[src/rtl/ps2_pkg.sv]
// Shared definitions for the buffered PS/2 receiver: FSM encoding, parity modes
// and status-bit positions reported alongside each received byte.
package ps2_pkg;

    typedef enum logic [2:0] {
        ST_IDLE,
        ST_DATA,
        ST_PARITY,
        ST_STOP,
        ST_PUSH
    } rx_state_e;

    localparam int PARITY_ODD  = 0;
    localparam int PARITY_EVEN = 1;
    localparam int PARITY_NONE = 2;

    localparam int ERR_PARITY = 0;
    localparam int ERR_STOP   = 1;

    localparam int ENTRY_W = 10;

endpackage

[src/rtl/ps2_byte_fifo.sv]
// Show-ahead FIFO holding {status, byte} entries; reports a drop when a push
// arrives while full without a simultaneous pop.
module ps2_byte_fifo #(
    parameter int WIDTH = 10,
    parameter int DEPTH = 4
) (
    input  logic             clk_i,
    input  logic             rst_i,
    input  logic             wr_en_i,
    input  logic [WIDTH-1:0] wr_data_i,
    input  logic             rd_en_i,
    output logic             rd_valid_o,
    output logic [WIDTH-1:0] rd_data_o,
    output logic             drop_o
);
    localparam int AW = $clog2(DEPTH);

    logic [WIDTH-1:0] mem_q [DEPTH];
    logic [AW-1:0]    wr_ptr_q, rd_ptr_q;
    logic [AW:0]      count_q;
    logic             empty, full, push, pop;

    assign empty = (count_q == '0);
    assign full  = (count_q == (AW+1)'(DEPTH));
    assign pop   = rd_en_i && !empty;
    // A full buffer still accepts a write when the head leaves in the same cycle.
    assign push  = wr_en_i && (!full || pop);
    assign drop_o = wr_en_i && full && !pop;

    assign rd_valid_o = !empty;
    assign rd_data_o  = empty ? '0 : mem_q[rd_ptr_q];

    always_ff @(posedge clk_i) begin
        if (push) mem_q[wr_ptr_q] <= wr_data_i;
    end

    always_ff @(posedge clk_i) begin
        if (rst_i) begin
            wr_ptr_q <= '0;
            rd_ptr_q <= '0;
            count_q  <= '0;
        end else begin
            if (push) wr_ptr_q <= wr_ptr_q + 1'b1;
            if (pop)  rd_ptr_q <= rd_ptr_q + 1'b1;
            case ({push, pop})
                2'b10:   count_q <= count_q + 1'b1;
                2'b01:   count_q <= count_q - 1'b1;
                default: count_q <= count_q;
            endcase
        end
    end

endmodule

[src/rtl/ps2_rx_buffered.sv]
// PS/2 device-to-host receiver: synchronises and debounces the bus, decodes
// 11-bit (or 10-bit, no parity) frames and queues bytes with their status.
module ps2_rx_buffered
    import ps2_pkg::*;
#(
    parameter int TIMEOUT_CYCLES = 100000,
    parameter int FIFO_DEPTH     = 4,
    parameter int FILTER_LEN     = 4,
    parameter int PARITY_MODE    = 0
) (
    input  logic       CLK,
    input  logic       RESET,
    input  logic       PS2_CLK_IN,
    input  logic       PS2_DATA_IN,
    input  logic       RX_ENABLE,
    input  logic       RD_EN,
    output logic       RD_VALID,
    output logic [7:0] RD_DATA,
    output logic [1:0] RD_ERR,
    output logic       OVERFLOW,
    input  logic       CLR_OVERFLOW,
    output logic       BUSY
);
    localparam int TW = $clog2(TIMEOUT_CYCLES + 1);
    localparam logic [TW-1:0] TMO_MAX = TW'(TIMEOUT_CYCLES);

    logic [1:0]    clk_sync_q, data_sync_q;
    logic [4:0]    filt_cnt_q, filt_cnt_d;
    logic          filt_q, filt_d, filt_prev_q;
    logic          fall, bit_in, tmo_hit;

    rx_state_e     state_q;
    logic [7:0]    sr_q;
    logic [2:0]    bit_cnt_q;
    logic [1:0]    status_q;
    logic [TW-1:0] tmo_q;
    logic          busy_q;
    logic          overflow_q;

    logic                wr_en, drop;
    logic [ENTRY_W-1:0]  rd_entry;

    always_ff @(posedge CLK) begin
        if (RESET) begin
            clk_sync_q  <= 2'b11;
            data_sync_q <= 2'b11;
            filt_cnt_q  <= '0;
            filt_q      <= 1'b1;
            filt_prev_q <= 1'b1;
        end else begin
            clk_sync_q  <= {clk_sync_q[0], PS2_CLK_IN};
            data_sync_q <= {data_sync_q[0], PS2_DATA_IN};
            filt_cnt_q  <= filt_cnt_d;
            filt_q      <= filt_d;
            filt_prev_q <= filt_q;
        end
    end

    // The filtered level flips on the FILTER_LEN-th consecutive differing sample.
    always_comb begin
        filt_d     = filt_q;
        filt_cnt_d = '0;
        if (clk_sync_q[1] != filt_q) begin
            if (filt_cnt_q == 5'(FILTER_LEN - 1)) filt_d = clk_sync_q[1];
            else                                  filt_cnt_d = filt_cnt_q + 5'd1;
        end
    end

    assign fall    = filt_prev_q & ~filt_q;
    assign bit_in  = data_sync_q[1];
    assign tmo_hit = (tmo_q == TMO_MAX);

    always_ff @(posedge CLK) begin
        if (RESET) begin
            state_q   <= ST_IDLE;
            sr_q      <= '0;
            bit_cnt_q <= '0;
            status_q  <= '0;
            tmo_q     <= '0;
            busy_q    <= 1'b0;
        end else begin
            if (fall)          tmo_q <= '0;
            else if (!tmo_hit) tmo_q <= tmo_q + 1'b1;

            case (state_q)
                ST_IDLE: begin
                    if (fall && !bit_in && RX_ENABLE) begin
                        state_q   <= ST_DATA;
                        busy_q    <= 1'b1;
                        bit_cnt_q <= '0;
                        status_q  <= '0;
                        tmo_q     <= '0;
                    end
                end
                ST_DATA: begin
                    if (fall) begin
                        sr_q      <= {bit_in, sr_q[7:1]};
                        bit_cnt_q <= bit_cnt_q + 3'd1;
                        if (bit_cnt_q == 3'd7)
                            state_q <= (PARITY_MODE == PARITY_NONE) ? ST_STOP : ST_PARITY;
                    end else if (tmo_hit) begin
                        state_q <= ST_IDLE;
                        busy_q  <= 1'b0;
                    end
                end
                ST_PARITY: begin
                    if (fall) begin
                        status_q[ERR_PARITY] <= ((^sr_q) ^ bit_in) != (PARITY_MODE == PARITY_ODD);
                        state_q <= ST_STOP;
                    end else if (tmo_hit) begin
                        state_q <= ST_IDLE;
                        busy_q  <= 1'b0;
                    end
                end
                ST_STOP: begin
                    if (fall) begin
                        status_q[ERR_STOP] <= ~bit_in;
                        state_q <= ST_PUSH;
                    end else if (tmo_hit) begin
                        state_q <= ST_IDLE;
                        busy_q  <= 1'b0;
                    end
                end
                ST_PUSH: begin
                    state_q <= ST_IDLE;
                    busy_q  <= 1'b0;
                end
                default: begin
                    state_q <= ST_IDLE;
                    busy_q  <= 1'b0;
                end
            endcase
        end
    end

    assign wr_en = (state_q == ST_PUSH);

    ps2_byte_fifo #(
        .WIDTH (ENTRY_W),
        .DEPTH (FIFO_DEPTH)
    ) u_fifo (
        .clk_i      (CLK),
        .rst_i      (RESET),
        .wr_en_i    (wr_en),
        .wr_data_i  ({status_q, sr_q}),
        .rd_en_i    (RD_EN),
        .rd_valid_o (RD_VALID),
        .rd_data_o  (rd_entry),
        .drop_o     (drop)
    );

    always_ff @(posedge CLK) begin
        if (RESET)             overflow_q <= 1'b0;
        else if (drop)         overflow_q <= 1'b1;
        else if (CLR_OVERFLOW) overflow_q <= 1'b0;
    end

    assign RD_DATA  = rd_entry[7:0];
    assign RD_ERR   = rd_entry[9:8];
    assign OVERFLOW = overflow_q;
    assign BUSY     = busy_q;

endmodule

[config.mk]
export PLATFORM = sky130hd
export DESIGN_NAME = ps2_rx_buffered
export DESIGN_NICKNAME = d
export VERILOG_FILES = /design/src/rtl/ps2_pkg.sv /design/src/rtl/ps2_byte_fifo.sv /design/src/rtl/ps2_rx_buffered.sv
export SDC_FILE = /design/constraint.sdc
export NUM_CORES = 1
export LEC_CHECK = 0
export ABC_AREA = 1
export CAP_MARGIN = 20
export CORE_ASPECT_RATIO = 2
export CORE_MARGIN = 2
export CORE_UTILIZATION = 50
export CTS_CLUSTER_SIZE = 16
export DETAILED_ROUTE_END_ITERATION = 7
export GPL_TIMING_DRIVEN = 0
export PLACE_DENSITY = 0.76
export SYNTH_ARGS = -nofsm -noshare
export SYNTH_HDL_FRONTEND = slang
export SYNTH_SLANG_ARGS = --single-unit
[constraint.sdc]
create_clock -name CLK -period 2.08 [get_ports CLK]
set_clock_uncertainty 0.15 [all_clocks]
set_input_delay 0.416 -clock CLK [delete_from_list [all_inputs] [get_ports CLK]]
set_output_delay 0.416 -clock CLK [all_outputs]
set_load 0.1 [all_outputs]
==> results.txt <==
* Outcome: finished, violations left
- Failing checks: setup timing
- Pins over their slew limit: 0
* Mux cell area share after synthesis: 0%
- Largest net degree at the start of global routing: 17
- CORE AREA: 0.00853 mm²
- Post-detailed-placement half-perimeter wirelength: 6480 µm
- Across the run, the number of max-cap violations was 0.
- Pin placement for this block handled 20 I/O pins.
- Counting flops with a built-in enable in the synthesized netlist gives 40.
- Horizontal die dimension: 69.8 µm
* Cell leakage power: 2.04 nW
* Xor and xnor fraction of the mapped netlist area: 1.01%
- The first global-routing pass estimated 14500 µm of wire.
- Class of the tightest hold or removal check: register to register
- Area share of and/or/nand/nor cells after synthesis: 22.8%
- Starting Density: 50.8%
- The number of antenna diodes in the final layout is 0.
* Worst reg2reg path depth: 12
- Hold Violations, Final: 0
- The die covers 0.00947 mm².
* Utilization after layout: 64.7%
* Most frequently used cell type in the post-synthesis netlist: nor2_1
- Wires add up to 9040 µm.
- The clock net in this run drives a total of 95 sinks.
* Top post-synthesis cells by area: edfxtp_1 28%, dfxtp_1 25%, nor2_1 7.5%, nand2_1 6.0%, a21oi_1 5.7%
- Number of buffers on the longest clock path: 2
- Summed over all failing endpoints, the final setup total negative slack is -11.2 ps.
- The synthesized netlist devotes 12.0% of its cell area to compound gates.
* Leading register cell type out of synthesis: dfxtp_1
- Setup repair after global routing could not meet its margin everywhere.
- STA classifies the critical path startpoint as a register.
* Clock tree from TritonCTS: done
* Post-synthesis average cell area: 8.47 µm²
* Fraction of synthesized cell area taken by the top area cell type: 27.7%
* Rel. slew slack: 63.9%
* GRT Overall Usage: 19.3%
* Global route total overflow: 0
- In the final design database the tool counted 573 nets.
* Clock root buffer: clkbuf_16
- Hold timing on the final database bottoms out at a slack of 259 ps.
- In the synthesized netlist the async set-or-reset flop fraction comes to 0%.
* Min cycle time layout: 2090 ps
* Post-synthesis instance area: 0.00433 mm²
- Number of clock buffers inserted by TritonCTS: 9
- Post-layout instance area: 0.00551 mm²
- Final Cycle Share: 101%
- Least setup slack across all paths after layout: -10.5 ps
- Endpoint of the worst setup timing path: RD_DATA[3]
- Dividing the detail-routed via count by the number of cells gives 5.26.
- Largest vdd supply drop: 667 µV
- Remaining design rule violation count: 0
- Top cell type by total area after synthesis: edfxtp_1
- Cell area reported after detailed placement: 0.00479 mm²
- Sequential share of the synthesized area: 53.2%
- Final number of setup-violating endpoints: 2
- IO Port Bufs: 19
- Layout cell share with drive strength beyond 1: 23.4%
- In this run the worst path has a maximum fanout of 5.
- Routability Congestion: 0.887
* Count of warnings emitted by yosys: 0
- F_max: 478 MHz
- Row count: 48
* Ranking of synthesized cells by instance count: 87 x nor2_1, 69 x nand2_1, 59 x inv_1
- Timing analysis after detailed placement gives a worst setup slack of -965 ps.
- The area growth from synthesis to layout is 27.3%.
* Unique cell type count in the Yosys netlist: 36
* Drt wl/cell: 13.7 µm
- The number of antenna violations at the first check in global routing was 0.
* Syn nets: 529
* Pwr per Cell Area: 821 mW/mm²
- Largest family of logic cells by synthesized area: simple AND/OR/NAND/NOR gates
* Number of detailed-route iterations in the first pass: 4
* Kind of capture point of the worst setup path: primary output
- Summing the areas of all fa, ha and maj instances in the mapped netlist gives 3.35% of the synthesized area.
* Slew @ Worst Pin: 544 ps
* Syn Inst Count: 511
- Deepest level of the CTS H-tree: 3
- The worst register-to-register path has a setup slack of 60 ps.
* CP Data Required Time: 1510 ps
* Clock network latency to the later pin of the worst-skew pair: 340 ps
* Vertical die dimension: 136 µm
* Worst r2r dst: u_fifo.count_q[2]
* Antenna Violating Nets Remaining: 0
- Crit path kind: register to primary output
- Vias in the first global route: 3347
* Total via count in the routed design: 3470
* Clock transition at the registers of the reported paths: 70 ps
- Critical R2R Launch: u_fifo.count_q[1]
* Number of DRC violations after detailed-routing iteration 0: 148
- After synthesis the netlist holds a flip-flop and latch count of 95.
- Data arrival time at the worst-slack endpoint: 1520 ps
[where the power goes]
group          switching (mW)  total [mW]  leakage (nW)  internal [mW]
logic                   0.532       0.819          1.08          0.287
clock network           0.665        1.73         0.153           1.06
registers              0.0311        1.98         0.809           1.95
total                    1.23        4.53          2.04           3.30
[registers in the layout, indices dropped and copies added, names as in the netlist, named ones only]
register	cells
sr_q	8
u_fifo.rd_ptr_q	2
state_q	3
filt_cnt_q	5
u_fifo.count_q	3
clk_sync_q	2
BUSY	1
data_sync_q	2
filt_q	1
status_q	2
u_fifo.wr_ptr_q	2
tmo_q	17
filt_prev_q	1
bit_cnt_q	3
OVERFLOW	1
u_fifo.mem_q	40
[per-stage QoR]
step           cells  power [mW]
2_1_floorplan    511        2.53
3_3_place_gp     630        2.66
3_5_place_dp     630        2.67
4_1_cts          657        4.45
5_1_grt          660        4.67
6_report         660        4.53
[kinds of logic (layout without fill, tap and decap cells)]
family	Yosys count	count (layout)
fa+ha+maj	11	11
flops	95	95
simple gates	219	219
buf+inv	82	131
compound gates	99	99
xor+xnor	5	5
[repair_timing]
action                     in CTS  in global routing
pin swaps                       2                 10
hold buffers                    0                  0
gates cloned                    0                  1
setup endpoints to repair      55                 40
resized for setup             134                 51
setup buffers                  11                  2
[worst max-delay path, stage by stage, from the launching register on]
cell and delay, ps:
dfxtp_4 400, clkbuf_16 160, nor2_1 40, nor2_1 130
o21ai_2 90, a21oi_4 170, buf_12 190
[layout by cell type (no fill, tap or decap), types with 11 or more instances in the layout]
master / n
a21oi_1: 38
buf_4: 14
dfxtp_1: 52
edfxtp_1: 40
inv_1: 55
inv_2: 12
nand2_1: 68
nand3_1: 27
nand4_1: 12
nor2_1: 72
nor2_2: 11
o21ai_0: 21
o21ai_2: 15
[how the worst min path moves through the flow]
stage | from | to | slack [ps] | cells past startpoint
floorplan | clk_sync_q[0] | clk_sync_q[1] | 240 | 1
global placement | clk_sync_q[0] | clk_sync_q[1] | 250 | 1
detailed placement | data_sync_q[0] | data_sync_q[1] | 240 | 1
CTS | data_sync_q[0] | data_sync_q[1] | 260 | 1
global route | data_sync_q[0] | data_sync_q[1] | 270 | 1
finish | data_sync_q[0] | data_sync_q[1] | 260 | 1
[metal layers]
metal	share of wire, %	global-route usage, %	routed length [µm]
met1	35	17.5	3150
met2	59	38.4	5360
met3	2.0	2.38	184
met4	3.8	12.7	341
met5	0	0	0
[area by class of cell]
type / instances / area [µm²]
inverter: 70 / 282
tap: 100 / 125
multi-input combinational: 334 / 1950
clock buffer: 10 / 229
clock inverter: 6 / 93.8
fill: 688 / 3010
buffer: 12 / 108
timing repair buffer: 33 / 415
sequential: 95 / 2310
(Power assumes the default switching activity.)
